## src/rtl/adc_pkg.sv

```systemverilog
// Shared types, constants and helpers for the ADC frame packer.
package adc_pkg;

   typedef logic [15:0] sample_t;
   typedef logic [31:0] axis_word_t;

   typedef enum logic [0:0] {
      ST_IDLE    = 1'b0,
      ST_CAPTURE = 1'b1
   } state_e;

   localparam logic [3:0] TKEEP_ALL = 4'hF;

   // First sample lands in the upper half-word.
   function automatic axis_word_t pack_word(input sample_t first, input sample_t second);
      return {first, second};
   endfunction

endpackage

```

## src/rtl/axis_fifo_fwft.sv

```systemverilog
// First-word-fall-through FIFO; a push is accepted when full if a pop happens in the same cycle.
module axis_fifo_fwft #(
   parameter int WIDTH = 33,
   parameter int DEPTH = 16
) (
   input  logic             clk_i,
   input  logic             rst_ni,
   input  logic             push_i,
   input  logic [WIDTH-1:0] wdata_i,
   input  logic             pop_i,
   output logic [WIDTH-1:0] rdata_o,
   output logic             full_o,
   output logic             empty_o
);
   localparam int AW = $clog2(DEPTH);

   logic [WIDTH-1:0] mem_q [DEPTH];
   logic [AW-1:0]    wr_ptr_q;
   logic [AW-1:0]    rd_ptr_q;
   logic [AW:0]      count_q;
   logic             wr_en_s;
   logic             rd_en_s;

   assign full_o  = (count_q == (AW+1)'(DEPTH));
   assign empty_o = (count_q == '0);
   assign rdata_o = mem_q[rd_ptr_q];

   // Handshake qualification: pop only real data, push when space exists now or is freed this cycle.
   always_comb begin
      rd_en_s = pop_i && !empty_o;
      wr_en_s = push_i && (!full_o || rd_en_s);
   end

   // Storage, pointers and occupancy.
   always_ff @(posedge clk_i or negedge rst_ni) begin
      if (!rst_ni) begin
         for (int i = 0; i < DEPTH; i++) begin
            mem_q[i] <= '0;
         end
         wr_ptr_q <= '0;
         rd_ptr_q <= '0;
         count_q  <= '0;
      end else begin
         if (wr_en_s) begin
            mem_q[wr_ptr_q] <= wdata_i;
            wr_ptr_q        <= wr_ptr_q + AW'(1);
         end
         if (rd_en_s) begin
            rd_ptr_q <= rd_ptr_q + AW'(1);
         end
         count_q <= count_q + (AW+1)'(wr_en_s) - (AW+1)'(rd_en_s);
      end
   end

endmodule

```

## src/rtl/adc_frame_packer.sv

```systemverilog
// Packs 16-bit ADC samples into fixed-length 32-bit AXI4-Stream frames.
// Define ADC_FRAME_PACKER_TEST_PATTERN_EN to replace SAMPLE with an incrementing test counter.
module adc_frame_packer
   import adc_pkg::*;
#(
   parameter int FRAME_WORDS = 1024,
   parameter int FIFO_DEPTH  = 16
) (
   input  logic        aclk_i,
   input  logic        aresetn_i,
   input  logic        sample_valid_i,
   input  logic [15:0] sample_i,
   input  logic        start_i,
   output logic        tvalid_o,
   output logic [31:0] tdata_o,
   output logic [3:0]  tkeep_o,
   output logic        tlast_o,
   input  logic        tready_i,
   output logic        busy_o,
   output logic        overflow_o,
   input  logic        overflow_clr_i
);
   localparam int CW = $clog2(2 * FRAME_WORDS) + 1;
   localparam logic [CW-2:0] LAST_WORD_IDX = (CW-1)'(FRAME_WORDS - 1);

   state_e     state_q, state_d;
   logic [CW-1:0] cnt_q, cnt_d;
   sample_t    half_q, half_d;
   logic       lw_vld_q, lw_vld_d;
   axis_word_t lw_data_q, lw_data_d;
   logic       ovf_q, ovf_d;

   logic          start_acc_s;
   logic          take_s;
   logic [CW-1:0] idx_s;
   sample_t       val_s;
   logic          word_done_s;
   logic          word_last_s;
   logic          space_s;
   logic          push_s;
   logic [32:0]   push_data_s;
   logic          ovf_set_s;
   logic [32:0]   fifo_rdata_s;
   logic          fifo_full_s;
   logic          fifo_empty_s;

   assign start_acc_s = (state_q == ST_IDLE) && start_i && !lw_vld_q;
   assign take_s      = sample_valid_i && ((state_q == ST_CAPTURE) || start_acc_s);
   assign idx_s       = start_acc_s ? '0 : cnt_q;
   assign space_s     = !fifo_full_s || (tready_i && !fifo_empty_s);

`ifdef ADC_FRAME_PACKER_TEST_PATTERN_EN
   sample_t pat_q, pat_d;
   logic    unused_s;

   assign unused_s = ^sample_i;
   assign val_s    = start_acc_s ? 16'h0000 : pat_q;

   // Test counter restarts at each accepted START and advances per valid sample slot.
   always_comb begin
      if (take_s) begin
         pat_d = val_s + 16'h0001;
      end else if (start_acc_s) begin
         pat_d = 16'h0000;
      end else begin
         pat_d = pat_q;
      end
   end

   // Test counter register.
   always_ff @(posedge aclk_i or negedge aresetn_i) begin
      if (!aresetn_i) begin
         pat_q <= 16'h0000;
      end else begin
         pat_q <= pat_d;
      end
   end
`else
   assign val_s = sample_i;
`endif

   // Framing, pairing and overflow / last-word arbitration.
   always_comb begin
      state_d     = state_q;
      cnt_d       = start_acc_s ? '0 : cnt_q;
      half_d      = half_q;
      lw_vld_d    = lw_vld_q;
      lw_data_d   = lw_data_q;
      word_done_s = 1'b0;
      word_last_s = 1'b0;
      push_s      = 1'b0;
      push_data_s = '0;
      ovf_set_s   = 1'b0;

      if (start_acc_s) begin
         state_d = ST_CAPTURE;
      end else begin
         state_d = state_q;
      end

      if (take_s) begin
         cnt_d = idx_s + CW'(1);
         if (!idx_s[0]) begin
            half_d = val_s;
         end else begin
            word_done_s = 1'b1;
            word_last_s = (idx_s[CW-1:1] == LAST_WORD_IDX);
         end
      end else begin
         half_d = half_q;
      end

      // A parked final word blocks new frames, so it never competes with a fresh word.
      if (lw_vld_q) begin
         if (space_s) begin
            push_s      = 1'b1;
            push_data_s = {1'b1, lw_data_q};
            lw_vld_d    = 1'b0;
         end else begin
            lw_vld_d = 1'b1;
         end
      end else if (word_done_s) begin
         if (space_s) begin
            push_s      = 1'b1;
            push_data_s = {word_last_s, pack_word(half_q, val_s)};
         end else if (word_last_s) begin
            lw_vld_d  = 1'b1;
            lw_data_d = pack_word(half_q, val_s);
         end else begin
            ovf_set_s = 1'b1;
         end
         if (word_last_s) begin
            state_d = ST_IDLE;
         end else begin
            state_d = ST_CAPTURE;
         end
      end else begin
         lw_vld_d = lw_vld_q;
      end

      if (ovf_set_s) begin
         ovf_d = 1'b1;
      end else if (overflow_clr_i) begin
         ovf_d = 1'b0;
      end else begin
         ovf_d = ovf_q;
      end
   end

   // Control and datapath registers.
   always_ff @(posedge aclk_i or negedge aresetn_i) begin
      if (!aresetn_i) begin
         state_q   <= ST_IDLE;
         cnt_q     <= '0;
         half_q    <= 16'h0000;
         lw_vld_q  <= 1'b0;
         lw_data_q <= 32'h0000_0000;
         ovf_q     <= 1'b0;
      end else begin
         state_q   <= state_d;
         cnt_q     <= cnt_d;
         half_q    <= half_d;
         lw_vld_q  <= lw_vld_d;
         lw_data_q <= lw_data_d;
         ovf_q     <= ovf_d;
      end
   end

   axis_fifo_fwft #(
      .WIDTH (33),
      .DEPTH (FIFO_DEPTH)
   ) u_fifo (
      .clk_i   (aclk_i),
      .rst_ni  (aresetn_i),
      .push_i  (push_s),
      .wdata_i (push_data_s),
      .pop_i   (tready_i),
      .rdata_o (fifo_rdata_s),
      .full_o  (fifo_full_s),
      .empty_o (fifo_empty_s)
   );

   assign tvalid_o            = !fifo_empty_s;
   assign {tlast_o, tdata_o}  = fifo_rdata_s;
   assign tkeep_o             = TKEEP_ALL;
   assign busy_o              = (state_q == ST_CAPTURE) || lw_vld_q;
   assign overflow_o          = ovf_q;

endmodule

```

## config.mk

```make
export PLATFORM = sky130hd
export DESIGN_NAME = adc_frame_packer
export DESIGN_NICKNAME = d
export VERILOG_FILES = /design/src/rtl/adc_pkg.sv /design/src/rtl/axis_fifo_fwft.sv /design/src/rtl/adc_frame_packer.sv
export SDC_FILE = /design/constraint.sdc
export NUM_CORES = 1
export LEC_CHECK = 0
export CAP_MARGIN = 15
export CELL_PAD_IN_SITES_DETAIL_PLACEMENT = 0
export CELL_PAD_IN_SITES_GLOBAL_PLACEMENT = 2
export CORE_ASPECT_RATIO = 1.25
export CORE_UTILIZATION = 38
export DETAILED_ROUTE_END_ITERATION = 10
export PLACE_DENSITY = 0.73
export SYNTH_ARGS = -nofsm -noshare
export SYNTH_HDL_FRONTEND = slang
export SYNTH_HIERARCHICAL = 1
export SYNTH_SLANG_ARGS = --single-unit
```

## constraint.sdc

```tcl
create_clock -name aclk_i -period 8.7 [get_ports aclk_i]
set_clock_uncertainty 0.2 [all_clocks]
set_input_delay 0.87 -clock aclk_i [delete_from_list [all_inputs] [get_ports aclk_i]]
set_output_delay 0.87 -clock aclk_i [all_outputs]
set_load 0.03 [all_outputs]
```

==> summary.txt, run 1 <==
GRT
  – Pin count of the biggest net entering global routing: 187
  – Number of global-route vias before repair: 16870
  – Initial antenna violation count: 4
  – Global route total overflow: 0
  – First-pass GRT wire length: 109500 µm
  – Gr usage total: 19.20%

Setup path
  – Reg2reg path depth: 14
  – Worst Path Arrival: 4.15 ns
  – Crit. End Element: primary output
  – CP max FO: 99
  – WP data required: 7.63 ns
  – Worst flop-to-flop path endpoint: u_fifo/mem_q[400]
  – Crit path launch type: register
  – Worst r2r src: lw_vld_q
  – Reg2reg setup slack: 4.05 ns
  – Crit path kind: register to primary output

Drt
  – Routed WL: 70760 µm
  – Starting DRT DRC Count: 907
  – Wire per inst: 25.59 µm
  – TritonRoute pass-1 iters: 8
  – Vias per cell: 5.486
  – DRT antenna net count: 0
  – Post-route DRC: 1
  – Via count: 15170

Final layout
  – Net count, final: 1784
  – Area delta synth->final: 11.97%
  – Post-route cell area: 32000 µm²
  – Antenna Cells: 0
  – Layout cells sized above 1: 48.72%

Status
  – Outcome: complete, but fails checks
  – Failing checks: DRC

Power and ir drop
  – Switch share: 31.74%
  – Gate power share: 32.6%
  – Clock Power Share: 27.4%
  – Switching pwr: 0.003286 W
  – Seq pwr share: 40.0%
  – Worst vdd ir: 0.2712 mV
  – Int Pwr: 0.007068 W
  – Cell area power density: 323.5 nW/µm²
  – Leakage power: 15.69 nW

Clock tree
  – H-tree depth reported by CTS: 2
  – # Post-CTS Setup Buffers: 0
  – Clk sinks: 604
  – CTS tree: built
  – Worst-case clock buffer depth: 3
  – Post-CTS sizing: 0
  – Clock Pin Slew Worst Setup and Hold Paths: 0.06 ns
  – Hold-fix buffers, CTS: 0
  – Clock buffer count from CTS: 61
  – Clock root buffer: clkbuf_16
  – Clk_lat worst skew: 0.63 ns

Timing
  – Post-layout minimum cycle time: 5.216 ns
  – Final setup fails: 0
  – Period utilization: 59.96%
  – Tightest Pin Transition: 1.071 ns
  – Hold Fails Final Rpt: 0
  – Max-slew headroom: 28.43%
  – Fin Setup TNS: 0 ns
  – RSZ-0062 raised after global routing: false
  – Fin. max-slew vios: 0
  – Fmax: 191.7 MHz

Die
  – Row count: 112
  – Die Width: 247.3 µm
  – Starting Density: 38.34%
  – Vert. Die Dim: 308.6 µm
  – Die ar.: 76330 µm²
  – Core Region: 74550 µm²
  – Top Ports: 62

Yosys
  – EDFF count, synth: 0
  – Share of Yosys cell area claimed by the top area cell type: 52.88%
  – Post-Syn Instances: 1745
  – Cell area after synthesis: 28580 µm²
  – Syn Area/Cell: 16.38 µm²
  – Post-synthesis async set-or-reset flop share: 100.0%
  – Synth area leader: dfrtp_1
  – Sequential share of the synthesized area: 52.88%
  – Top_reg_cell synth: dfrtp_1
  – Count leader, synth: dfrtp_1
  – Register bit count reported by yosys: 604
  – Post-synth top cells: 604 x dfrtp_1, 308 x mux2_2, 270 x mux2_4
  – Synth cell types: 51
  – Yosys Warn Count: 6
  – Largest cells by area after synthesis: dfrtp_1 53%, mux2_4 14%, mux2_2 12%

Hold path
  – Hold Crit Class: input pin to asynchronous set/reset pin

Placement
  – DP HPWL: 39610 µm
  – Port buffer count: 57
  – Placer Congestion: 0.7527
  – Dpl cell area: 29820 µm²

Flow run
  – Number of max-cap violations: 0
-- metrics by stage --
step	utilization (%)	power, W	setup slack (ns)	std cells	hold slack, ns
global placement	40.00	0.007503	3.220	2653	0.2721
detailed placement	40.00	0.007610	3.199	2653	0.2770
finish	42.93	0.01035	3.484	2765	0.05495
floorplan	-	0.006569	4.340	1748	0.2590
global route	42.93	0.01087	3.190	2765	0.07540
CTS	42.93	0.01050	3.312	2765	0.05635
-- area by class of cell --
| class | count | area, µm² |
|---|---|---|
| Timing Repair Buffer | 85 | 848.3 |
| Multi-Input combinational cell | 976 | 12570 |
| Clock inverter | 26 | 381.6 |
| Fill cell | 6585 | 42550 |
| Tap cell | 969 | 1212 |
| Clock buffer | 86 | 1803 |
| Sequential cell | 604 | 15120 |
| Inverter | 19 | 71.32 |
-- layer usage --
layer  vias to the layer above  global-route usage, %  part of all wire [%]
li1                       6451                      -                     -
met1                      8293                  25.37                    43
met2                       305                  32.59                    50
met3                       113                  2.898                   3.9
met4                         8                  5.564                   2.5
met5                         -                      0                 0.073
-- power by group through the flow --
stage          registers, W  clock network [W]  logic (W)
2_1_floorplan       0.00392                  0    0.00265
3_3_place_gp        0.00414                  0    0.00337
3_5_place_dp        0.00418                  0    0.00342
4_1_cts             0.00414            0.00293    0.00344
5_1_grt             0.00425            0.00302    0.00360
6_report            0.00414            0.00284    0.00337
-- worst max-delay path, stage by stage, from the launching register on --
cell and delay [ns]:
dfrtp_4 0.98, buf_12 0.69, mux4_2 0.61, a22oi_1 0.23, nand2_1 0.22, clkdlybuf4s50_1 0.65
-- flip-flops by register name, indices dropped and copies added, names as in the netlist --
signal	count
u_fifo/mem_q	528
lw_data_q	32
half_q	16
cnt_q	12
u_fifo/count_q	5
u_fifo/rd_ptr_q	4
u_fifo/wr_ptr_q	4
lw_vld_q	1
overflow_o	1
state_q	1
-- cells in the final DEF (no fill, tap or decap), drive strengths merged, types with 16 or more instances in the layout --
cell type / netlist / final
a22oi: 66 / 66
dfrtp: 604 / 604
a22o: 32 / 32
buf: 84 / 29
inv: 19 / 21
clkdlybuf4s50: 0 / 56
nand4: 16 / 16
mux2: 579 / 579
clkbuf: 65 / 86
mux4: 132 / 132
nand2: 53 / 53
-- how the worst max path moves through the flow --
stage / startpoint / endpoint / slack [ns] / cells after the start
floorplan: start_i / u_fifo/count_q[4] / 4.34 / 21
global placement: start_i / u_fifo/mem_q[412] / 3.22 / 15
detailed placement: start_i / u_fifo/mem_q[404] / 3.20 / 15
CTS: u_fifo/rd_ptr_q[0] / tlast_o / 3.31 / 5
global route: u_fifo/rd_ptr_q[0] / tlast_o / 3.19 / 5
finish: u_fifo/rd_ptr_q[0] / tlast_o / 3.48 / 5
-- logic make-up (layout without fill, tap and decap cells) --
group	count (synthesis)	in the layout	synth area share [%]
compound gates	112	112	3.073
xor+xnor	19	19	0.5822
fa+ha+maj	15	15	0.6829
buf+inv	168	216	3.375
flops	604	604	52.88
mux	712	712	36.79
other cells	1	4	0.01312
simple gates	114	114	2.605
No activity file was read; power rests on OpenSTA's default activity.
==> inputs of run 2 (changes only) <==
clock period = 5.2 ns   (was 8.7 ns; I/O delays follow)
==> run 2 against run 1 <==
Compared with the run above: sequential power is 67% higher; highest routed layer unchanged; first-iteration DRC count grew 9.4%; design area grew 0.40%; non-clock buffer count rose by 15; die area did not move; the run still ends with DRC left; sequential share of layout area decreased by 0.19 points; critical path depth did not move; routed wire length decreased by 3.5%.
==> summary.txt, run 2 (same netlist as run 1, synthesis figures left out) <==
Clock tree
  – CTS tree: built
  – Post-CTS sizing: 0 (unchanged)
  – H-tree depth reported by CTS: 2 (unchanged)
  – Clk_lat worst skew: 0.62 ns (about the same)
  – Clock buffer count from CTS: 61 (unchanged)
  – Clock Pin Slew Worst Setup and Hold Paths: 0.06 ns (about the same)
  – Clock root buffer: clkbuf_16
  – # Post-CTS Setup Buffers: 0 (unchanged)
  – Clk sinks: 604 (unchanged)
  – Hold-fix buffers, CTS: 1 (+1)
  – Worst-case clock buffer depth: 3 (unchanged)

Timing
  – Fin Setup TNS: 0 ns (unchanged)
  – Worst setup margin: 0.8328 ns (-2.651 ns)
  – Fmax: 229.0 MHz
  – Tightest Pin Transition: 1.107 ns (+0.03567 ns)
  – Post-layout minimum cycle time: 4.367 ns
  – Final setup fails: 0 (unchanged)
  – Max-slew headroom: 26.22% (-2.2 points)
  – RSZ-0062 raised after global routing: false
  – Period utilization: 83.99%
  – Fin. max-slew vios: 0 (unchanged)
  – Hold Fails Final Rpt: 0 (unchanged)

Drt
  – Vias per cell: 5.489 (about the same)
  – Starting DRT DRC Count: 992 (+9.4%)
  – Routed WL: 68300 µm (-3.5%)
  – TritonRoute pass-1 iters: 8 (unchanged)
  – Via count: 15275 (+0.69%)
  – Post-route DRC: 2 (+1)
  – DRT antenna net count: 0 (unchanged)
  – Wire per inst: 24.54 µm (-4.1%)

Die
  – Core Region: 74550 µm² (unchanged)
  – Starting Density: 38.34% (unchanged)
  – Die Width: 247.3 µm (unchanged)
  – Top Ports: 62 (unchanged)
  – Row count: 112 (unchanged)
  – Vert. Die Dim: 308.6 µm (unchanged)
  – Die ar.: 76330 µm² (unchanged)

Power and ir drop
  – Worst vdd ir: 0.2982 mV (+10%)
  – Cell area power density: 534.3 nW/µm² (+65%)
  – Leakage power: 15.77 nW (+0.48%)

Final layout
  – Commonest non-fill, non-tap cell in the layout: dfrtp_1
  – Largest regs: u_fifo/mem_q: 528 flops, lw_data_q: 32 flops, half_q: 16 flops
  – Biggest register: u_fifo/mem_q
  – Largest register FFs: 528 (unchanged)
  – Cell Count, Final, Fillers Out: 2783 (+0.65%)
  – Most frequent cells in the layout: 602 x dfrtp_1, 308 x mux2_2, 270 x mux2_4
  – Antenna Cells: 0 (unchanged)
  – Area delta synth->final: 12.41%
  – Layout cells sized above 1: 48.90% (+0.18 points)
  – Net count, final: 1799 (+0.84%)
  – Final core occ: 43.10% (+0.17 points)

Setup path
  – CP max FO: 56 (-43%)
  – Worst Path Arrival: 3.65 ns (-0.50 ns)
  – WP data required: 4.48 ns (-3.15 ns)
  – Crit path launch: u_fifo/rd_ptr_q[1]
  – CP bufs+invs: 2 (unchanged)
  – Crit path cell chain: buf_4 -> mux4_2 -> a22oi_1 -> nand2_1 -> clkdlybuf4s50_1
  – Worst r2r src: lw_vld_q
  – Cell family with most CP delay: buffers and inverters
  – Crit. End Element: primary output
  – Max incr delay on CP: 1.05 ns (+0.07 ns)
  – CP max stage cell: dfrtp_4
  – Crit path kind: register to primary output
  – Crit path launch type: register

GRT
  – Gr usage total: 18.43% (-0.77 points)
  – Pin count of the biggest net entering global routing: 150 (-20%)
  – First-pass GRT wire length: 106800 µm (-2.5%)
  – Initial antenna violation count: 3 (-1)
  – Global route total overflow: 0 (unchanged)
  – Number of global-route vias before repair: 16721 (-0.88%)

Placement
  – Placed Cells incl. Taps: 2667 (+0.53%)
  – Port buffer count: 57 (unchanged)
  – Setup WS pre-CTS: 0.5464 ns (-2.652 ns)
  – DP HPWL: 40840 µm (+3.1%)
  – Placer Congestion: 0.7597 (+0.93%)

Hold path
  – Hold Crit Class: register to register
  – Hold_sp: lw_data_q[16]

Flow run
  – Number of max-cap violations: 0 (unchanged)

Status
  – Failing checks: DRC
  – Outcome: complete, but fails checks
run 2: cell types whose count changed in the layout (fill, tap and decap cells not counted), sizes merged:
cell | before | now
dlygate4sd3 | 0 | 1
clkinv | 13 | 12
buf | 29 | 43
clkbuf | 86 | 94
bufinv | 9 | 5
run 2: layer usage:
metal	up-vias	GRT usage, %	share of wire [%]
li1	6496	-	-
met1	8425	25.23	45
met2	261	30.58	49
met3	89	2.794	3.7
met4	4	4.680	2.2
met5	-	0	0.031
run 2: stage by stage:
step / hold slack (ns) / total power [W] / cell area, µm²
6_report: 0.2907 / 0.01717 / 32130
5_1_grt: 0.2810 / 0.01807 / 32130
4_1_cts: 0.2582 / 0.01740 / 32130
3_5_place_dp: 0.2806 / 0.01274 / 30010
3_3_place_gp: 0.2708 / 0.01257 / 30010
2_1_floorplan: 0.02441 / 0.01099 / 28590
run 2: worst paths after layout:
path | to | slack, ns | cells after the start
min in group asynchronous | u_fifo/mem_q[385] | 0.31 | 2
worst min register to register | lw_data_q[16] | 0.29 | 1
worst max-delay path | tdata_o[13] | 0.83 | 5
max in group asynchronous | u_fifo/mem_q[500] | 3.11 | 3
worst min-delay path | lw_data_q[16] | 0.29 | 1
worst max register to register | u_fifo/mem_q[217] | 1.13 | 12
run 2: report_power, final:
group | total, W | switching [W] | internal (W)
clock network | 0.00459 | 0.00188 | 0.00271
logic | 0.00565 | 0.00265 | 0.00300
registers | 0.00693 | 0.000907 | 0.00602
run 2: cell type report:
cell class              count  area [µm²]
clock buffers              94        1863
multi-input cells         976       12570
inverters                  19       71.32
flip-flops and latches    604       15120
well taps                 969        1212
clock inverters            21       246.5
fillers                  6653       42420
repair buffers            100        1051
==> inputs of run 3 (changes only) <==
PLACE_DENSITY = 0.76   (was 0.73)
clock period = 3.69 ns   (was 5.2 ns; I/O delays follow)
==> run 3 against run 2 <==
Compared with the run above: non-clock buffer count is 45 higher; highest routed layer unchanged; clock-buffer cell count fell by 2; routed wire length rose by 4.4%; flip-flop and latch count did not move; die area stayed put; the run still ends with DRC left; core utilization increased by 0.91 points; largest power group unchanged; global-route usage grew 0.83 points; hold slack worse by 0.19 ns; sequential power increased by 39%; largest cell class unchanged; combinational power rose by 51%; critical path depth did not move.
==> summary.txt, run 3 (same netlist as run 1, synthesis figures left out) <==
Setup path
  – Worst Path Arrival: 3.04 ns (-0.61 ns)
  – Cell family with most CP delay: buffers and inverters
  – Reg2reg path depth: 16 (+4)
  – Worst r2r src: u_fifo/count_q[3]
  – Crit path cell chain: buf_12 -> mux4_2 -> a22oi_1 -> nand2_1 -> clkdlybuf4s50_1
  – Crit path kind: register to primary output
  – CP bufs+invs: 2 (unchanged)
  – CP max stage cell: dfrtp_4
  – Crit. End Element: primary output
  – CP max FO: 33 (-41%)
  – WP data required: 3.12 ns (-1.36 ns)
  – Reg2reg setup slack: 0.37 ns (-0.76 ns)
  – Max incr delay on CP: 0.66 ns (-0.39 ns)
  – Worst flop-to-flop path endpoint: u_fifo/count_q[4]
  – Crit path launch type: register

Clock tree
  – Clock Pin Slew Worst Setup and Hold Paths: 0.06 ns (about the same)
  – Clock buffer count from CTS: 59 (-3.3%)
  – Clock root buffer: clkbuf_16
  – Clk_lat worst skew: 0.63 ns (about the same)
  – Worst-case clock buffer depth: 3 (unchanged)
  – Clk sinks: 604 (unchanged)
  – CTS tree: built
  – H-tree depth reported by CTS: 2 (unchanged)

Drt
  – DRT antenna net count: 0 (unchanged)
  – Top Layer Used: met5
  – WL met2: 34480 µm (+2.2%)
  – Wire per inst: 25.25 µm (+2.9%)
  – Starting DRT DRC Count: 1032 (+4.0%)
  – Routed WL: 71290 µm (+4.4%)
  – Via count: 15479 (+1.3%)
  – Met1 WL: 31720 µm (+4.1%)
  – Post-route DRC: 8 (+6)
  – TritonRoute pass-1 iters: 8 (unchanged)
  – Met3 wire length: 2905 µm (+14%)
  – Vias per cell: 5.483 (-0.10%)

Final layout
  – Biggest register: u_fifo/mem_q
  – Largest regs: u_fifo/mem_q: 528 flops, lw_data_q: 32 flops, half_q: 16 flops
  – Net count, final: 1842 (+2.4%)
  – Area delta synth->final: 14.79%
  – Most frequent cells in the layout: 601 x dfrtp_1, 308 x mux2_2, 270 x mux2_4
  – Layout cells sized above 1: 50.19% (+1.3 points)
  – Largest register FFs: 528 (unchanged)
  – Commonest non-fill, non-tap cell in the layout: dfrtp_1
  – Post-route cell area: 32810 µm² (+2.1%)

Placement
  – Placer Congestion: 0.7697 (+1.3%)
  – Dpl cell area: 30740 µm² (+2.4%)
  – DP HPWL: 42620 µm (+4.4%)
  – Setup WS pre-CTS: -0.02203 ns (-0.5685 ns)
  – Port buffer count: 57 (unchanged)

Power and ir drop
  – Switching pwr: 0.007814 W (+44%)
  – Gate power share: 34.9% (+2.0 points)
  – Leakage power: 16.32 nW (+3.5%)
  – Cell area power density: 743.2 nW/µm² (+39%)
  – Switch share: 32.05% (+0.38 points)
  – Worst vdd ir: 0.3794 mV (+27%)
  – Clock Power Share: 25.6% (-1.1 points)
  – Int Pwr: 0.01657 W (+41%)
  – Seq pwr share: 39.5% (-0.9 points)
  – Total power: 0.02438 W (+42%)

Status
  – Failing checks: DRC
  – Outcome: complete, but fails checks

Die
  – Core Region: 74550 µm² (unchanged)
  – Die Width: 247.3 µm (unchanged)
  – Vert. Die Dim: 308.6 µm (unchanged)
  – Starting Density: 38.34% (unchanged)
  – Row count: 112 (unchanged)
  – Die ar.: 76330 µm² (unchanged)
  – Top Ports: 62 (unchanged)

Timing
  – Post-layout minimum cycle time: 3.606 ns
  – Fin. max-slew vios: 0 (unchanged)
  – Max-slew headroom: 44.02% (+18 points)
  – Period utilization: 97.72%
  – Worst hold slack: 0.1008 ns (-0.1899 ns)
  – Fin Setup TNS: 0 ns (unchanged)
  – Worst setup margin: 0.08416 ns (-0.7486 ns)
  – RSZ-0062 raised after global routing: false
  – Final setup fails: 0 (unchanged)
  – Tightest Pin Transition: 0.8397 ns (-0.2669 ns)
  – Hold Fails Final Rpt: 0 (unchanged)
  – Fmax: 277.3 MHz

Hold path
  – Hold Crit Class: input pin to asynchronous set/reset pin

GRT
  – First-pass GRT wire length: 110100 µm (+3.1%)
  – Gr usage total: 19.26% (+0.83 points)
  – Global route total overflow: 0 (unchanged)
  – Pin count of the biggest net entering global routing: 89 (-41%)
  – Number of global-route vias before repair: 17102 (+2.3%)
  – Initial antenna violation count: 4 (+1)

Flow run
  – Number of max-cap violations: 0 (unchanged)
run 3: cell count changes in the layout (fill, tap and decap cells not counted), moves of 6 or more:
| cell | delta |
|---|---|
| buf_12 | +29 |
| buf_4 | +12 |
| clkdlybuf4s50_1 | -25 |
| dlygate4sd2_1 | +19 |
| dlymetal6s2s_1 | +6 |
run 3: worst max-delay path by stage:
stage,from,depth (start not counted),to
6_report,u_fifo/rd_ptr_q[1],5,tdata_o[19]
5_1_grt,u_fifo/rd_ptr_q[1],5,tdata_o[19]
4_1_cts,u_fifo/rd_ptr_q[0],6,tdata_o[12]
3_5_place_dp,start_i,19,u_fifo/count_q[4]
3_3_place_gp,start_i,19,u_fifo/count_q[4]
2_1_floorplan,lw_vld_q,21,u_fifo/count_q[4]
run 3: area by class of cell:
class / instances / area [µm²]
timing repair buffer: 145 / 1815
tap: 969 / 1212
inverter: 19 / 71.32
clock inverter: 17 / 202.7
antenna: 1 / 2.502
sequential: 604 / 15120
fill: 6604 / 41740
clock buffer: 92 / 1803
multi-input combinational: 976 / 12580
run 3: worst reg2reg max path, stage by stage, from the launching register on:
cell,delay (ns)
dfrtp_1,0.39
inv_1,0.09
ha_1,0.18
nor4b_2,0.29
o21ai_0,0.22
and2_1,0.19
or2_2,0.31
nand2_2,0.09
ha_1,0.24
inv_1,0.06
ha_1,0.15
inv_1,0.06
fa_2,0.35
inv_1,0.07
a21oi_1,0.06
o21bai_1,0.15
xnor2_1,0.14
run 3: what timing repair did:
| item | CTS | global route |
|---|---|---|
| hold endpoints to repair | 110 | 0 |
| hold buffers | 1 | 0 |
| setup endpoints to repair | 21 | 6 |
| cloned | 1 | 0 |
| pin swaps | 0 | 0 |
| setup buffers | 1 | 0 |
| resized for setup | 21 | 6 |
run 3: per-layer routing:
layer | global-route usage (%) | vias to the layer above
li1 | - | 6564
met3 | 3.201 | 131
met4 | 6.149 | 6
met1 | 26.55 | 8479
met5 | 0 | -
met2 | 30.99 | 299
run 3: stage by stage:
step,utilization (%),std cells
final,44.01,2823
after global routing,44.01,2822
after CTS,43.99,2822
after detailed placement,41.23,2710
after global placement,41.23,2710
after floorplan,-,1748
run 3: power groups by stage:
stage / clock, W / sequential (W) / combinational, W
5_1_grt: 0.00666 / 0.00987 / 0.00906
3_5_place_dp: 0 / 0.00972 / 0.00859
4_1_cts: 0.00640 / 0.00961 / 0.00866
3_3_place_gp: 0 / 0.00961 / 0.00844
6_report: 0.00624 / 0.00963 / 0.00851
2_1_floorplan: 0 / 0.00925 / 0.00626
